===== src/rtl/pwm_capture.sv =====
// pwm_capture: measures period, high time and duty (percent) of an async PWM input.
// Optional glitch filter is compiled in with `define PWM_CAP_FILTER_EN.
//
// Ports:
//   clk       in   rising-edge system clock
//   reset     in   asynchronous, active-high reset
//   pwm_in    in   asynchronous PWM waveform under measurement
//   enable    in   measurement enable (level); low aborts and idles the block
//   valid     out  one-cycle pulse, period/high_time/duty_pct updated this cycle
//   period    out  last period, rising edge to rising edge, in clk cycles
//   high_time out  last high time, in clk cycles
//   duty_pct  out  floor(high_time*100/period)
//   timeout   out  no edge seen for 2^CNT_W-1 cycles
//   overrun   out  sticky: a completed period was dropped, divider busy
module pwm_capture #(
    parameter int CNT_W    = 16,
    parameter int FILT_LEN = 4
) (
    input  logic             clk,
    input  logic             reset,
    input  logic             pwm_in,
    input  logic             enable,
    output logic             valid,
    output logic [CNT_W-1:0] period,
    output logic [CNT_W-1:0] high_time,
    output logic [6:0]       duty_pct,
    output logic             timeout,
    output logic             overrun
);
    localparam int NW = CNT_W + 7;
    localparam logic [CNT_W-1:0] CNT_MAX = '1;

    typedef enum logic [1:0] {IDLE, WAIT_RISE, HIGH, LOW} state_t;

    logic sync1_q, sync2_q;
    logic cond, cond_dly_q;
    logic rise, fall;

    always_ff @(posedge clk or posedge reset) begin
        if (reset) begin
            sync1_q <= 1'b0;
            sync2_q <= 1'b0;
        end else begin
            sync1_q <= pwm_in;
            sync2_q <= sync1_q;
        end
    end

`ifdef PWM_CAP_FILTER_EN
    localparam int FW = $clog2(FILT_LEN + 1);
    logic          filt_q;
    logic [FW-1:0] fcnt_q;

    // Flip only after FILT_LEN consecutive samples that disagree with the
    // current conditioned level; any agreeing sample restarts the count.
    always_ff @(posedge clk or posedge reset) begin
        if (reset) begin
            filt_q <= 1'b0;
            fcnt_q <= '0;
        end else if (sync2_q == filt_q) begin
            fcnt_q <= '0;
        end else if (fcnt_q == FW'(FILT_LEN - 1)) begin
            filt_q <= sync2_q;
            fcnt_q <= '0;
        end else begin
            fcnt_q <= fcnt_q + FW'(1);
        end
    end

    assign cond = filt_q;
`else
    logic unused_filt_len;
    assign unused_filt_len = |FILT_LEN;
    assign cond = sync2_q;
`endif

    always_ff @(posedge clk or posedge reset) begin
        if (reset) cond_dly_q <= 1'b0;
        else       cond_dly_q <= cond;
    end

    assign rise = cond & ~cond_dly_q;
    assign fall = ~cond & cond_dly_q;

    state_t           state_q, state_d;
    logic [CNT_W-1:0] cnt_q, cnt_d;
    logic [CNT_W-1:0] hi_lat_q, hi_lat_d;
    logic             capture, to_hit;

    always_ff @(posedge clk or posedge reset) begin
        if (reset) begin
            state_q  <= IDLE;
            cnt_q    <= '0;
            hi_lat_q <= '0;
        end else begin
            state_q  <= state_d;
            cnt_q    <= cnt_d;
            hi_lat_q <= hi_lat_d;
        end
    end

    always_comb begin
        state_d  = state_q;
        cnt_d    = cnt_q;
        hi_lat_d = hi_lat_q;
        capture  = 1'b0;
        to_hit   = 1'b0;
        if (!enable) begin
            state_d = IDLE;
            cnt_d   = '0;
        end else begin
            unique case (state_q)
                IDLE: begin
                    state_d = WAIT_RISE;
                    cnt_d   = '0;
                end
                WAIT_RISE: begin
                    if (rise) begin
                        state_d = HIGH;
                        cnt_d   = CNT_W'(1);
                    end
                end
                HIGH: begin
                    if (fall) begin
                        state_d  = LOW;
                        hi_lat_d = cnt_q;
                        cnt_d    = cnt_q + CNT_W'(1);
                    end else if (cnt_q == CNT_MAX) begin
                        to_hit  = 1'b1;
                        state_d = WAIT_RISE;
                        cnt_d   = '0;
                    end else begin
                        cnt_d = cnt_q + CNT_W'(1);
                    end
                end
                LOW: begin
                    if (rise) begin
                        state_d = HIGH;
                        capture = 1'b1;
                        cnt_d   = CNT_W'(1);
                    end else if (cnt_q == CNT_MAX) begin
                        to_hit  = 1'b1;
                        state_d = WAIT_RISE;
                        cnt_d   = '0;
                    end else begin
                        cnt_d = cnt_q + CNT_W'(1);
                    end
                end
                default: state_d = IDLE;
            endcase
        end
    end

    logic timeout_q;

    always_ff @(posedge clk or posedge reset) begin
        if (reset)        timeout_q <= 1'b0;
        else if (!enable) timeout_q <= 1'b0;
        else if (to_hit)  timeout_q <= 1'b1;
        else if (rise)    timeout_q <= 1'b0;
    end

    // Restoring divider: the divisor starts shifted left by 6 and moves
    // right one place per step, yielding quotient bits 6..0 MSB first.
    logic             busy_q;
    logic [2:0]       step_q;
    logic [NW-1:0]    rem_q, dsh_q;
    logic [6:0]       quo_q;
    logic [CNT_W-1:0] per_cap_q, hi_cap_q;
    logic             valid_q, overrun_q;
    logic [CNT_W-1:0] period_q, high_q;
    logic [6:0]       duty_q;
    logic             ge;
    logic [6:0]       quo_nxt;

    assign ge      = (rem_q >= dsh_q);
    assign quo_nxt = {quo_q[5:0], ge};

    always_ff @(posedge clk or posedge reset) begin
        if (reset) begin
            busy_q    <= 1'b0;
            step_q    <= '0;
            rem_q     <= '0;
            dsh_q     <= '0;
            quo_q     <= '0;
            per_cap_q <= '0;
            hi_cap_q  <= '0;
            valid_q   <= 1'b0;
            overrun_q <= 1'b0;
            period_q  <= '0;
            high_q    <= '0;
            duty_q    <= '0;
        end else begin
            valid_q <= 1'b0;
            if (!enable) begin
                busy_q    <= 1'b0;
                overrun_q <= 1'b0;
            end else if (busy_q) begin
                if (ge) rem_q <= rem_q - dsh_q;
                dsh_q  <= dsh_q >> 1;
                quo_q  <= quo_nxt;
                step_q <= step_q + 3'd1;
                if (step_q == 3'd6) begin
                    busy_q   <= 1'b0;
                    valid_q  <= 1'b1;
                    period_q <= per_cap_q;
                    high_q   <= hi_cap_q;
                    duty_q   <= quo_nxt;
                end
                if (capture) overrun_q <= 1'b1;
            end else if (capture) begin
                busy_q    <= 1'b1;
                step_q    <= '0;
                rem_q     <= NW'(hi_lat_q) * NW'(100);
                dsh_q     <= {1'b0, cnt_q, 6'b0};
                quo_q     <= '0;
                per_cap_q <= cnt_q;
                hi_cap_q  <= hi_lat_q;
            end
        end
    end

    assign valid     = valid_q;
    assign period    = period_q;
    assign high_time = high_q;
    assign duty_pct  = duty_q;
    assign timeout   = timeout_q;
    assign overrun   = overrun_q;

endmodule


===== config.mk =====
export PLATFORM = sky130hd
export DESIGN_NAME = pwm_capture
export DESIGN_NICKNAME = d
export VERILOG_FILES = /design/src/rtl/pwm_capture.sv
export SDC_FILE = /design/constraint.sdc
export NUM_CORES = 1
export LEC_CHECK = 0
export BUFFER_PORTS_ARGS = -buffer_cell sky130_fd_sc_hd__buf_2
export CORE_MARGIN = 2
export CORE_UTILIZATION = 56
export DETAILED_ROUTE_END_ITERATION = 8
export GPL_TIMING_DRIVEN = 0
export HOLD_SLACK_MARGIN = 0.02
export PLACE_DENSITY = 0.77
export REMOVE_ABC_BUFFERS = 1
export SYNTH_ARGS = -nofsm -noshare
export SYNTH_HDL_FRONTEND = slang
export SYNTH_SLANG_ARGS = --single-unit

===== constraint.sdc =====
create_clock -name clk -period 6.6 [get_ports clk]
set_clock_uncertainty 0.1 [all_clocks]
set_input_delay 1.98 -clock clk [delete_from_list [all_inputs] [get_ports clk]]
set_output_delay 1.98 -clock clk [all_outputs]
set_load 0.005 [all_outputs]

==> implementation parameters, run 1 <==
Parameter                              Value

Setup path
  Data required time at the worst endpoint ... 6.80 ns
  Data arrival time of the critical path ... 4.53 ns
  Reg2Reg Launch Point ... hi_lat_q[2]
  Critical Path Sink Type ... flip-flop
  Cell depth of the worst flop-to-flop path ... 12
  Critical path fanouts, max ... 5
  Startpoint type of the worst setup path ... flip-flop
  R2r endpoint ... rem_q[22]
  Setup CP Type ... reg -> reg
  Reg-to-reg slack, setup ... 2.27 ns

Clock tree
  TritonCTS buffer count ... 17
  Cells resized by post-CTS repair ... 0
  Num Clock Sinks ... 166
  CTS tree ... done
  Clock input transition at the sequential cells of the worst setup and hold paths ... 0.06 ns
  Clock insertion delay at the later pin of the skew report ... 0.43 ns
  Hold-fix buffers, CTS ... 0
  Htree depth ... 4
  Cell chosen for the clock root ... clkbuf_16
  Buffer depth of the longest clock path ... 2
  Setup Fix Bufs, Post-CTS ... 0

Timing
  Ratio of final minimum period to clock period ... 0.655
  Total negative setup slack ... 0 ns
  Number of max-slew violations in the final report ... 0
  Highest attainable clock frequency ... 0.231 GHz
  Setup violation total in the final timing report ... 0
  Worst setup margin ... 2.27 ns
  Tightest Pin Transition ... 0.902 ns
  Count of endpoints failing hold in the final timing report ... 0
  RSZ-0062 raised after global routing ... false
  Minimum clock period after layout ... 4.33 ns
  Headroom to the max-slew limit ... 0.397

Global routing
  Global-route total usage across every layer ... 0.235
  Vias in the first global route ... 6837
  Wire length of the first global-routing pass ... 33900 µm
  Maximum number of pins on one net before global-route repair ... 130
  Number of antenna violations at the first check in global routing ... 0
  Total congestion overflow ... 0

Power
  Switching power summed over all nets ... 0.000907 W
  Internal power component ... 0.00203 W
  Proportion of power drawn by combinational gates ... 0.266
  Net Sw Frac ... 0.309
  Power density over the cells ... 275 nW/µm²
  Clock network fraction of design power ... 0.349
  Reported leakage power ... 5.50 nW
  Peak supply drop ... 217 µV
  Part of the power in registers ... 0.385

Logic synthesis
  Number of warning messages in the yosys log ... 0
  Largest cells by area after synthesis ... dfrtp_1 43%, ha_1 10%, mux2_2 6.7%
  Count of mapped cells out of synthesis ... 969
  Most frequent cell after synthesis ... dfrtp_1
  Number of different library cells in the post-synthesis netlist ... 65
  Top cells by instance count after synthesis ... 166 x dfrtp_1, 138 x nand2_1, 83 x inv_1, 78 x ha_1, 74 x nor2_1
  Area share of the leading cell type in the synthesized netlist ... 0.435
  Mapped Avg Cell Area ... 9.86 µm²
  Post-synthesis instance area ... 9560 µm²
  Post-synth EDFFs ... 0
  Post-synthesis sequential element count ... 166
  Fraction of synthesis flops using an asynchronous set or reset pin ... 1.00
  Cell accounting for the most synthesized area ... dfrtp_1
  Sequential element share of the synthesized area ... 0.435
  Prevailing post-synth register cell ... dfrtp_1

Placed design
  Routability Congestion ... 0.874
  Worst setup slack after placement ... 1.72 ns
  Port Buf Inserts ... 45
  DPL Wire Length ... 14100 µm
  Inst Count DP ... 1208
  Area after DPL ... 10100 µm²

Final layout
  Share of final-layout standard cells stronger than drive strength 1 ... 0.156
  Net count, final ... 1101
  Area grow syn2layout ... 11.9%
  Post-route standard cell area excluding fillers ... 10700 µm²
  Antenna cells ... 0
  Number of standard cells in the layout, taps in and fillers out ... 1240

Floorplan
  Core Region ... 16600 µm²
  Horizontal extent of the die ... 135 µm
  Area of the die ... 18100 µm²
  Initial core utilization ... 0.574
  Die Y-Extent ... 135 µm
  Site Rows ... 47
  I/O pin count ... 46

Route
  Vias after detailed routing ... 6978
  Count of TritonRoute iterations in the first routing pass ... 5
  Routed WL per cell ... 16.2 µm
  Number of nets still failing antenna checks after routing ... 0
  Routed via count divided by cell count ... 5.63
  DR iter-0 viols ... 356
  DR DRC count ... 0
  Final Routed Wirelength ... 20000 µm

Min path
  Depth of the worst hold-timing path ... 0
  Origin of the worst min-delay path ... sync1_q
  Hold Path Class ... reg -> reg
  Capture endpoint of the worst hold path ... cond

Status
  Outcome ... finished clean

Run
  # Max-Cap Violations ... 0
[per-layer routing]
metal / track usage / routed length [µm]
met4: 0.0626 / 287
met2: 0.385 / 9690
met5: 0 / 0
met1: 0.321 / 9360
met3: 0.0443 / 684
[worst max path at each step]
stage                           start      endpoint  cells after the start
after floorplan                 reset        busy_q                      1
after global placement          reset  hi_cap_q[15]                      2
after detailed placement       enable     rem_q[22]                      7
after CTS                      enable     rem_q[22]                      7
after global routing      hi_lat_q[2]     rem_q[22]                     12
final                     hi_lat_q[2]     rem_q[22]                     12
[area by class of cell]
type | instances | area [µm²]
Tap cell | 220 | 275
Clock buffer | 22 | 454
Clock inverter | 10 | 145
Multi-Input combinational cell | 687 | 4990
Sequential cell | 166 | 4160
Inverter | 83 | 319
Fill cell | 1272 | 5950
Timing Repair Buffer | 52 | 354
[sequential cells by signal (all words and copies together), names as in the netlist]
| signal | flops |
|---|---|
| period | 16 |
| timeout | 1 |
| valid | 1 |
| cond_dly_q | 1 |
| hi_cap_q | 16 |
| per_cap_q | 16 |
| dsh_q | 22 |
| hi_lat_q | 16 |
| cnt_q | 16 |
| step_q | 3 |
| duty_pct | 7 |
| cond | 1 |
| quo_q | 6 |
| sync1_q | 1 |
| high_time | 16 |
| overrun | 1 |
| busy_q | 1 |
| state_q | 2 |
| rem_q | 23 |
[power groups by stage]
stage	Clock (W)	Combinational, W	Sequential (W)
after floorplan	0	0.000629	0.00114
after global placement	0	0.000747	0.00115
after detailed placement	0	0.000771	0.00115
after CTS	0.00103	0.000778	0.00113
after global routing	0.00108	0.000874	0.00114
final	0.00102	0.000782	0.00113
[cells by family (layout without fill, tap and decap cells)]
group,after synthesis,in the layout,share of synthesized area
DFF,166,166,0.435
buffers and inverters,116,167,0.0457
AOI/OAI and AO/OA,188,188,0.131
adders and majority gates,90,90,0.127
and+or+nand+nor,285,285,0.129
muxes,82,82,0.0934
xor gates and xnor gates,42,42,0.0385
[worst max-delay path, cell delays in order, from the launching register on]
cell	delay [ns]
dfrtp_1	0.49
ha_1	0.35
ha_1	0.32
fa_1	0.48
ha_1	0.39
a211oi_2	0.32
o21a_1	0.18
nor3_1	0.08
a41o_1	0.27
or2_4	0.25
a221oi_2	0.26
mux2i_1	0.17
or4_1	0.52
[cell usage in the layout, fill, tap and decap left out, types with 6 or more instances in the layout]
cell | Yosys | routed
dfrtp_1 | 166 | 165
nand2_1 | 138 | 138
inv_1 | 83 | 82
ha_1 | 78 | 78
nor2_1 | 74 | 73
mux2_2 | 57 | 57
o21ai_0 | 56 | 56
a21oi_1 | 47 | 47
buf_2 | 1 | 45
mux2i_1 | 25 | 25
xnor2_1 | 23 | 23
xor2_1 | 19 | 19
clkbuf_16 | 0 | 17
a21o_1 | 15 | 15
nor3_1 | 14 | 13
fa_1 | 12 | 12
nand3_1 | 12 | 11
and3_1 | 9 | 9
o21a_1 | 9 | 9
nor2b_1 | 6 | 6
nand2b_1 | 6 | 6
o22ai_1 | 6 | 6
[through the flow]
stage / hold WS [ns] / utilization / total power, W
6_report: 0.253 / 0.642 / 0.00294
3_5_place_dp: 0.240 / 0.606 / 0.00192
5_1_grt: 0.268 / 0.642 / 0.00309
2_1_floorplan: 0.231 / - / 0.00177
4_1_cts: 0.255 / 0.642 / 0.00294
3_3_place_gp: 0.235 / 0.597 / 0.00189
(Power assumes the default switching activity.)
==> inputs of run 2 (changes only) <==
==> constraint.sdc (replaced) <==
create_clock -name clk -period 3.8 [get_ports clk]
set_clock_uncertainty 0.1 [all_clocks]
set_input_delay 1.14 -clock clk [delete_from_list [all_inputs] [get_ports clk]]
set_output_delay 1.14 -clock clk [all_outputs]
set_load 0.005 [all_outputs]
==> implementation parameters, run 2 (same netlist as run 1, synthesis figures left out) <==
Parameter                              Value

Setup path
  Setup CP Type ... reg -> reg
  Data arrival time of the critical path ... 4.07 ns (-0.46 ns)
  Data required time at the worst endpoint ... 4.00 ns (-2.80 ns)
  Critical path, cell by cell ... ha_1, ha_1, fa_1, ha_4, a211oi_4, o21a_1, nor3_2, a41o_1, or2_4, a221oi_2, mux2i_1, or4_1
  Most used cell along the critical path ... ha_1
  Critical path fanouts, max ... 4 (-1)
  Critical Path Sink Type ... flip-flop
  Slowest cell on the critical path ... fa_1
  Highest cell delay on the worst timing path ... 0.54 ns (+0.02 ns)
  Startpoint type of the worst setup path ... flip-flop

Route
  DR iter-0 viols ... 355 (-0.28%)
  Routed via count divided by cell count ... 5.65 (+0.37%)
  DR DRC count ... 0 (unchanged)
  Vias after detailed routing ... 7156 (+2.6%)
  Final Routed Wirelength ... 21000 µm (+5.1%)
  Number of nets still failing antenna checks after routing ... 0 (unchanged)
  Count of TritonRoute iterations in the first routing pass ... 5 (unchanged)
  Routed WL per cell ... 16.6 µm (+2.8%)

Timing
  Minimum clock period after layout ... 3.87 ns (-0.455 ns)
  Worst setup margin ... -0.0717 ns (-2.35 ns)
  Ratio of final minimum period to clock period ... 1.02 (+0.363)
  Setup violation total in the final timing report ... 1 (+1)
  Smallest hold slack ... 0.253 ns (-0.0000530 ns)
  Tightest Pin Transition ... 0.900 ns (-0.00190 ns)
  Number of max-slew violations in the final report ... 0 (unchanged)
  Count of endpoints failing hold in the final timing report ... 0 (unchanged)
  Highest attainable clock frequency ... 0.258 GHz (+12%)
  Headroom to the max-slew limit ... 0.398 (+0.00127)
  RSZ-0062 raised after global routing ... true

Clock tree
  TritonCTS buffer count ... 17 (unchanged)
  Buffer depth of the longest clock path ... 2 (unchanged)
  Clock insertion delay at the later pin of the skew report ... 0.43 ns (about the same)
  Num Clock Sinks ... 166 (unchanged)
  Htree depth ... 4 (unchanged)
  Cell chosen for the clock root ... clkbuf_16
  Clock input transition at the sequential cells of the worst setup and hold paths ... 0.06 ns (about the same)
  Hold-fix buffers, CTS ... 0 (unchanged)
  CTS tree ... done

Floorplan
  Die Y-Extent ... 135 µm (unchanged)
  Horizontal extent of the die ... 135 µm (unchanged)
  Site Rows ... 47 (unchanged)
  Core Region ... 16600 µm² (unchanged)
  Area of the die ... 18100 µm² (unchanged)
  I/O pin count ... 46 (unchanged)
  Initial core utilization ... 0.574 (unchanged)

Final layout
  Antenna cells ... 0 (unchanged)
  Area grow syn2layout ... 15.8%
  Area of the multi-input gates ... 5140 µm² (+3.2%)
  Commonest cells after routing, fill and taps aside ... 158 x dfrtp_1, 138 x nand2_1, 80 x inv_1
  Largest Register ... rem_q
  Max FFs per register ... 23 (unchanged)
  Fin util ... 0.665 (+0.0227)
  Commonest non-fill, non-tap cell in the layout ... dfrtp_1
  Registers with the highest flip-flop counts ... rem_q (23), dsh_q (22)
  FILL cells ... 1206 (-5.2%)
  Footprint of the flip-flops and latches ... 4160 µm² (+0.21%)
  Net count, final ... 1128 (+2.5%)
  Share of final-layout standard cells stronger than drive strength 1 ... 0.204 (+0.0485)

Placed design
  Routability Congestion ... 0.874 (unchanged)
  Port Buf Inserts ... 45 (unchanged)
  DPL Wire Length ... 14100 µm (unchanged)

Global routing
  Vias in the first global route ... 7085 (+3.6%)
  Number of antenna violations at the first check in global routing ... 0 (unchanged)
  Total congestion overflow ... 0 (unchanged)
  Maximum number of pins on one net before global-route repair ... 130 (unchanged)
  Wire length of the first global-routing pass ... 35300 µm (+4.1%)
  Global-route total usage across every layer ... 0.245 (+0.0101)

Run
  # Max-Cap Violations ... 0 (unchanged)

Power
  Power density over the cells ... 461 nW/µm² (+68%)
  Final total power ... 0.00510 W (+74%)
  Peak supply drop ... 372 µV (+72%)
  Reported leakage power ... 5.62 nW (+2.2%)

Status
  Failing checks ... negative setup slack
  Outcome ... finished, violations left

Min path
  Hold Path Class ... reg -> reg
## run 2: changes by cell type in the layout (fill, tap and decap cells not counted), sizes merged
| cell | delta |
|---|---|
| buf | +27 |
## run 2: metrics by stage
step	area (µm²)	TNS (ns)	instances	setup WS (ns)
3_3_place_gp	9930	-778.68	1201	-3.77
3_5_place_dp	10100	-0.560	1208	-0.507
2_1_floorplan	9430	-324.74	936	-1.93
6_report	11100	-0.0717	1267	-0.0717
4_1_cts	11000	0	1263	0.00223
5_1_grt	11100	-0.220	1267	-0.176
## run 2: power by group
| part | internal [W] | switching, W |
|---|---|---|
| sequential | 0.00189 | 0.0000785 |
| clock | 0.00106 | 0.000719 |
| combinational | 0.000584 | 0.000779 |
| total | 0.00353 | 0.00158 |
## run 2: layout make-up
| type | instances | share of cell area |
|---|---|---|
| clock inverter | 10 | 0.0131 |
| inverter | 83 | 0.0288 |
| tap | 220 | 0.0249 |
| sequential | 166 | 0.376 |
| clock buffer | 22 | 0.0410 |
| timing repair buffer | 79 | 0.0510 |
| multi-input combinational | 687 | 0.465 |
## run 2: per-layer routing
layer,GRT usage,part of all wire,vias up
li1,-,-,3455
met1,0.329,0.45,3518
met2,0.408,0.49,150
met3,0.0450,0.039,33
met4,0.0713,0.018,0
met5,0,0,-
## run 2: worst paths after layout
check	start	slack (ns)	to	depth (start not counted)
max	hi_lat_q[3]	-0.07	rem_q[22]	12
min reg2reg	sync1_q	0.25	cond	0
min in group asynchronous	reset	0.57	high_time[4]	2
max in group asynchronous	reset	2.11	hi_lat_q[7]	3
max reg2reg	hi_lat_q[3]	-0.07	rem_q[22]	12
min	sync1_q	0.25	cond	0
## run 2: what timing repair did
action / CTS / global route
endpoints found under the setup margin: 3 / 5
resized for setup: 23 / 12
pin swaps: 13 / 7
buffers inserted: 23 / 5
hold endpoints to repair: 0 / 0
## run 2: worst max-delay path, delay by kind of cell (launching register included)
| kind | cells | cell delay, ns |
|---|---|---|
| muxes | 1 | 0.16 |
| AOI/OAI and AO/OA | 4 | 0.94 |
| adders and majority gates | 4 | 1.35 |
| and+or+nand+nor | 3 | 0.73 |
| DFF | 1 | 0.45 |
==> inputs of run 3 (changes only) <==
--- a/config.mk
+++ b/config.mk
@@ -11,7 +11,8 @@
 export DETAILED_ROUTE_END_ITERATION = 8
 export GPL_TIMING_DRIVEN = 0
 export HOLD_SLACK_MARGIN = 0.02
-export PLACE_DENSITY = 0.77
+export PLACE_DENSITY_LB_ADDON = 0.05
+export RECOVER_POWER = 25
 export REMOVE_ABC_BUFFERS = 1
 export SYNTH_ARGS = -nofsm -noshare
 export SYNTH_HDL_FRONTEND = slang
==> implementation parameters, run 3 (same netlist as run 1, synthesis figures left out) <==
Parameter                              Value

Status
  Outcome ... finished clean

Placed design
  Worst setup slack after placement ... -0.388 ns (+0.119 ns)
  DPL Wire Length ... 14200 µm (+0.67%)
  Port Buf Inserts ... 45 (unchanged)
  Routability Congestion ... 0.818 (-6.4%)
  Area after DPL ... 10100 µm² (-0.16%)

Timing
  Minimum clock period after layout ... 3.79 ns (-0.0839 ns)
  Tightest Pin Transition ... 1.46 ns (+0.563 ns)
  Headroom to the max-slew limit ... 0.0247 (-0.373)
  Setup violation total in the final timing report ... 0 (-1)
  RSZ-0062 raised after global routing ... true
  Ratio of final minimum period to clock period ... 0.997 (-0.0221)
  Count of endpoints failing hold in the final timing report ... 0 (unchanged)
  Number of max-slew violations in the final report ... 0 (unchanged)
  Worst setup margin ... 0.0121 ns (+0.0839 ns)
  Highest attainable clock frequency ... 0.264 GHz (+2.2%)

Setup path
  Data arrival time of the critical path ... 3.98 ns (-0.09 ns)
  Delay-heaviest family, CP ... adder cells
  Data required time at the worst endpoint ... 4.00 ns (about the same)
  Critical path, cell by cell ... ha_1, ha_1, fa_1, ha_4, a211oi_4, o21a_1, nor3_2, a41o_1, or2_4, a221oi_4, mux2i_2, or4_1
  Highest cell delay on the worst timing path ... 0.55 ns (about the same)
  Setup CP Type ... reg -> reg
  Reg-to-reg slack, setup ... 0.01 ns (+0.08 ns)
  Most used cell along the critical path ... ha_1
  Critical path fanouts, max ... 5 (+1)
  Startpoint type of the worst setup path ... flip-flop
  Number of buffers and inverters on the critical path ... 0 (unchanged)
  Slowest cell on the critical path ... fa_1
  Critical Path Sink Type ... flip-flop

Run
  # Max-Cap Violations ... 0 (unchanged)

Power
  Reported leakage power ... 5.53 nW (-1.5%)
  Final total power ... 0.00517 W (+1.4%)
  Peak supply drop ... 327 µV (-12%)
  Power density over the cells ... 475 nW/µm² (+2.9%)

Clock tree
  Buffer depth of the longest clock path ... 2 (unchanged)
  TritonCTS buffer count ... 17 (unchanged)
  Cell chosen for the clock root ... clkbuf_16
  Clock input transition at the sequential cells of the worst setup and hold paths ... 0.07 ns (about the same)
  Clock insertion delay at the later pin of the skew report ... 0.43 ns (about the same)
  CTS tree ... done
  Hold-fix buffers, CTS ... 0 (unchanged)
  Num Clock Sinks ... 166 (unchanged)
  Htree depth ... 4 (unchanged)

Final layout
  Max FFs per register ... 23 (unchanged)
  Registers with the highest flip-flop counts ... rem_q (23), dsh_q (22)
  Commonest non-fill, non-tap cell in the layout ... dfrtp_1
  Antenna cells ... 0 (unchanged)
  Area grow syn2layout ... 14.1%
  Post-route standard cell area excluding fillers ... 10900 µm² (-1.5%)
  Commonest cells after routing, fill and taps aside ... 159 x dfrtp_1, 138 x nand2_1, 81 x inv_1
  Largest Register ... rem_q
  Net count, final ... 1113 (-1.3%)
  Share of final-layout standard cells stronger than drive strength 1 ... 0.188 (-0.0164)

Floorplan
  I/O pin count ... 46 (unchanged)
  Horizontal extent of the die ... 135 µm (unchanged)
  Site Rows ... 47 (unchanged)
  Core Region ... 16600 µm² (unchanged)
  Area of the die ... 18100 µm² (unchanged)
  Initial core utilization ... 0.574 (unchanged)
  Die Y-Extent ... 135 µm (unchanged)

Global routing
  Number of antenna violations at the first check in global routing ... 0 (unchanged)
  Total congestion overflow ... 0 (unchanged)
  Wire length of the first global-routing pass ... 34400 µm (-2.5%)
  Maximum number of pins on one net before global-route repair ... 97 (-25%)
  Vias in the first global route ... 6887 (-2.8%)
  Global-route total usage across every layer ... 0.239 (-0.00616)

Route
  Routed WL per cell ... 16.3 µm (-2.0%)
  Number of nets still failing antenna checks after routing ... 0 (unchanged)
  Final Routed Wirelength ... 20400 µm (-3.2%)
  DR iter-0 viols ... 370 (+4.2%)
  DR DRC count ... 0 (unchanged)
  Routed via count divided by cell count ... 5.51 (-2.5%)
  Vias after detailed routing ... 6897 (-3.6%)
  Count of TritonRoute iterations in the first routing pass ... 5 (unchanged)

Min path
  Hold Path Class ... reg -> reg
[run 3: cell type report]
type,count,area (µm²)
multi-input cells,687,5100
inverters,83,315
clock inverters,13,186
flip-flops and latches,166,4160
well taps,220,275
clock buffers,19,453
repair buffers,64,408
fillers,1348,5740
[run 3: final timing paths]
kind	depth (start not counted)	start	end
setup / recovery	12	hi_lat_q[2]	rem_q[22]
hold / removal	0	sync1_q	cond
setup reg to reg	12	hi_lat_q[2]	rem_q[22]
hold reg to reg	0	sync1_q	cond
max in group asynchronous	3	reset	hi_lat_q[1]
min in group asynchronous	2	reset	valid
[run 3: stage by stage]
step / instances / hold slack [ns] / utilization / setup TNS [ns]
floorplan: 936 / 0.231 / - / -324.74
global placement: 1201 / 0.238 / 0.597 / -817.81
detailed placement: 1207 / 0.240 / 0.605 / -0.388
CTS: 1252 / 0.257 / 0.656 / 0
global route: 1252 / 0.269 / 0.655 / -0.192
finish: 1252 / 0.253 / 0.655 / 0
[run 3: what timing repair did]
| item | CTS | global route |
|---|---|---|
| resized for setup | 22 | 2 |
| cloned | 0 | 0 |
| endpoints found under the setup margin | 1 | 1 |
| pin swaps | 18 | 0 |
| setup buffers | 13 | 0 |
| hold endpoints to repair | 0 | 0 |
[run 3: power by group]
group	leakage, nW	switching [W]	internal [W]	total [W]
combinational	2.97	0.000766	0.000581	0.00135
sequential	2.24	0.0000795	0.00189	0.00197
clock	0.316	0.000767	0.00110	0.00186
total	5.53	0.00161	0.00356	0.00517
[run 3: layer usage]
metal | GRT usage | up-vias | share of wire | wire length [µm]
met5 | 0 | - | 0 | 0
met4 | 0.0585 | 0 | 0.0092 | 187
met3 | 0.0383 | 13 | 0.025 | 512
met2 | 0.393 | 90 | 0.47 | 9630
met1 | 0.333 | 3368 | 0.49 | 10000
li1 | - | 3426 | - | -
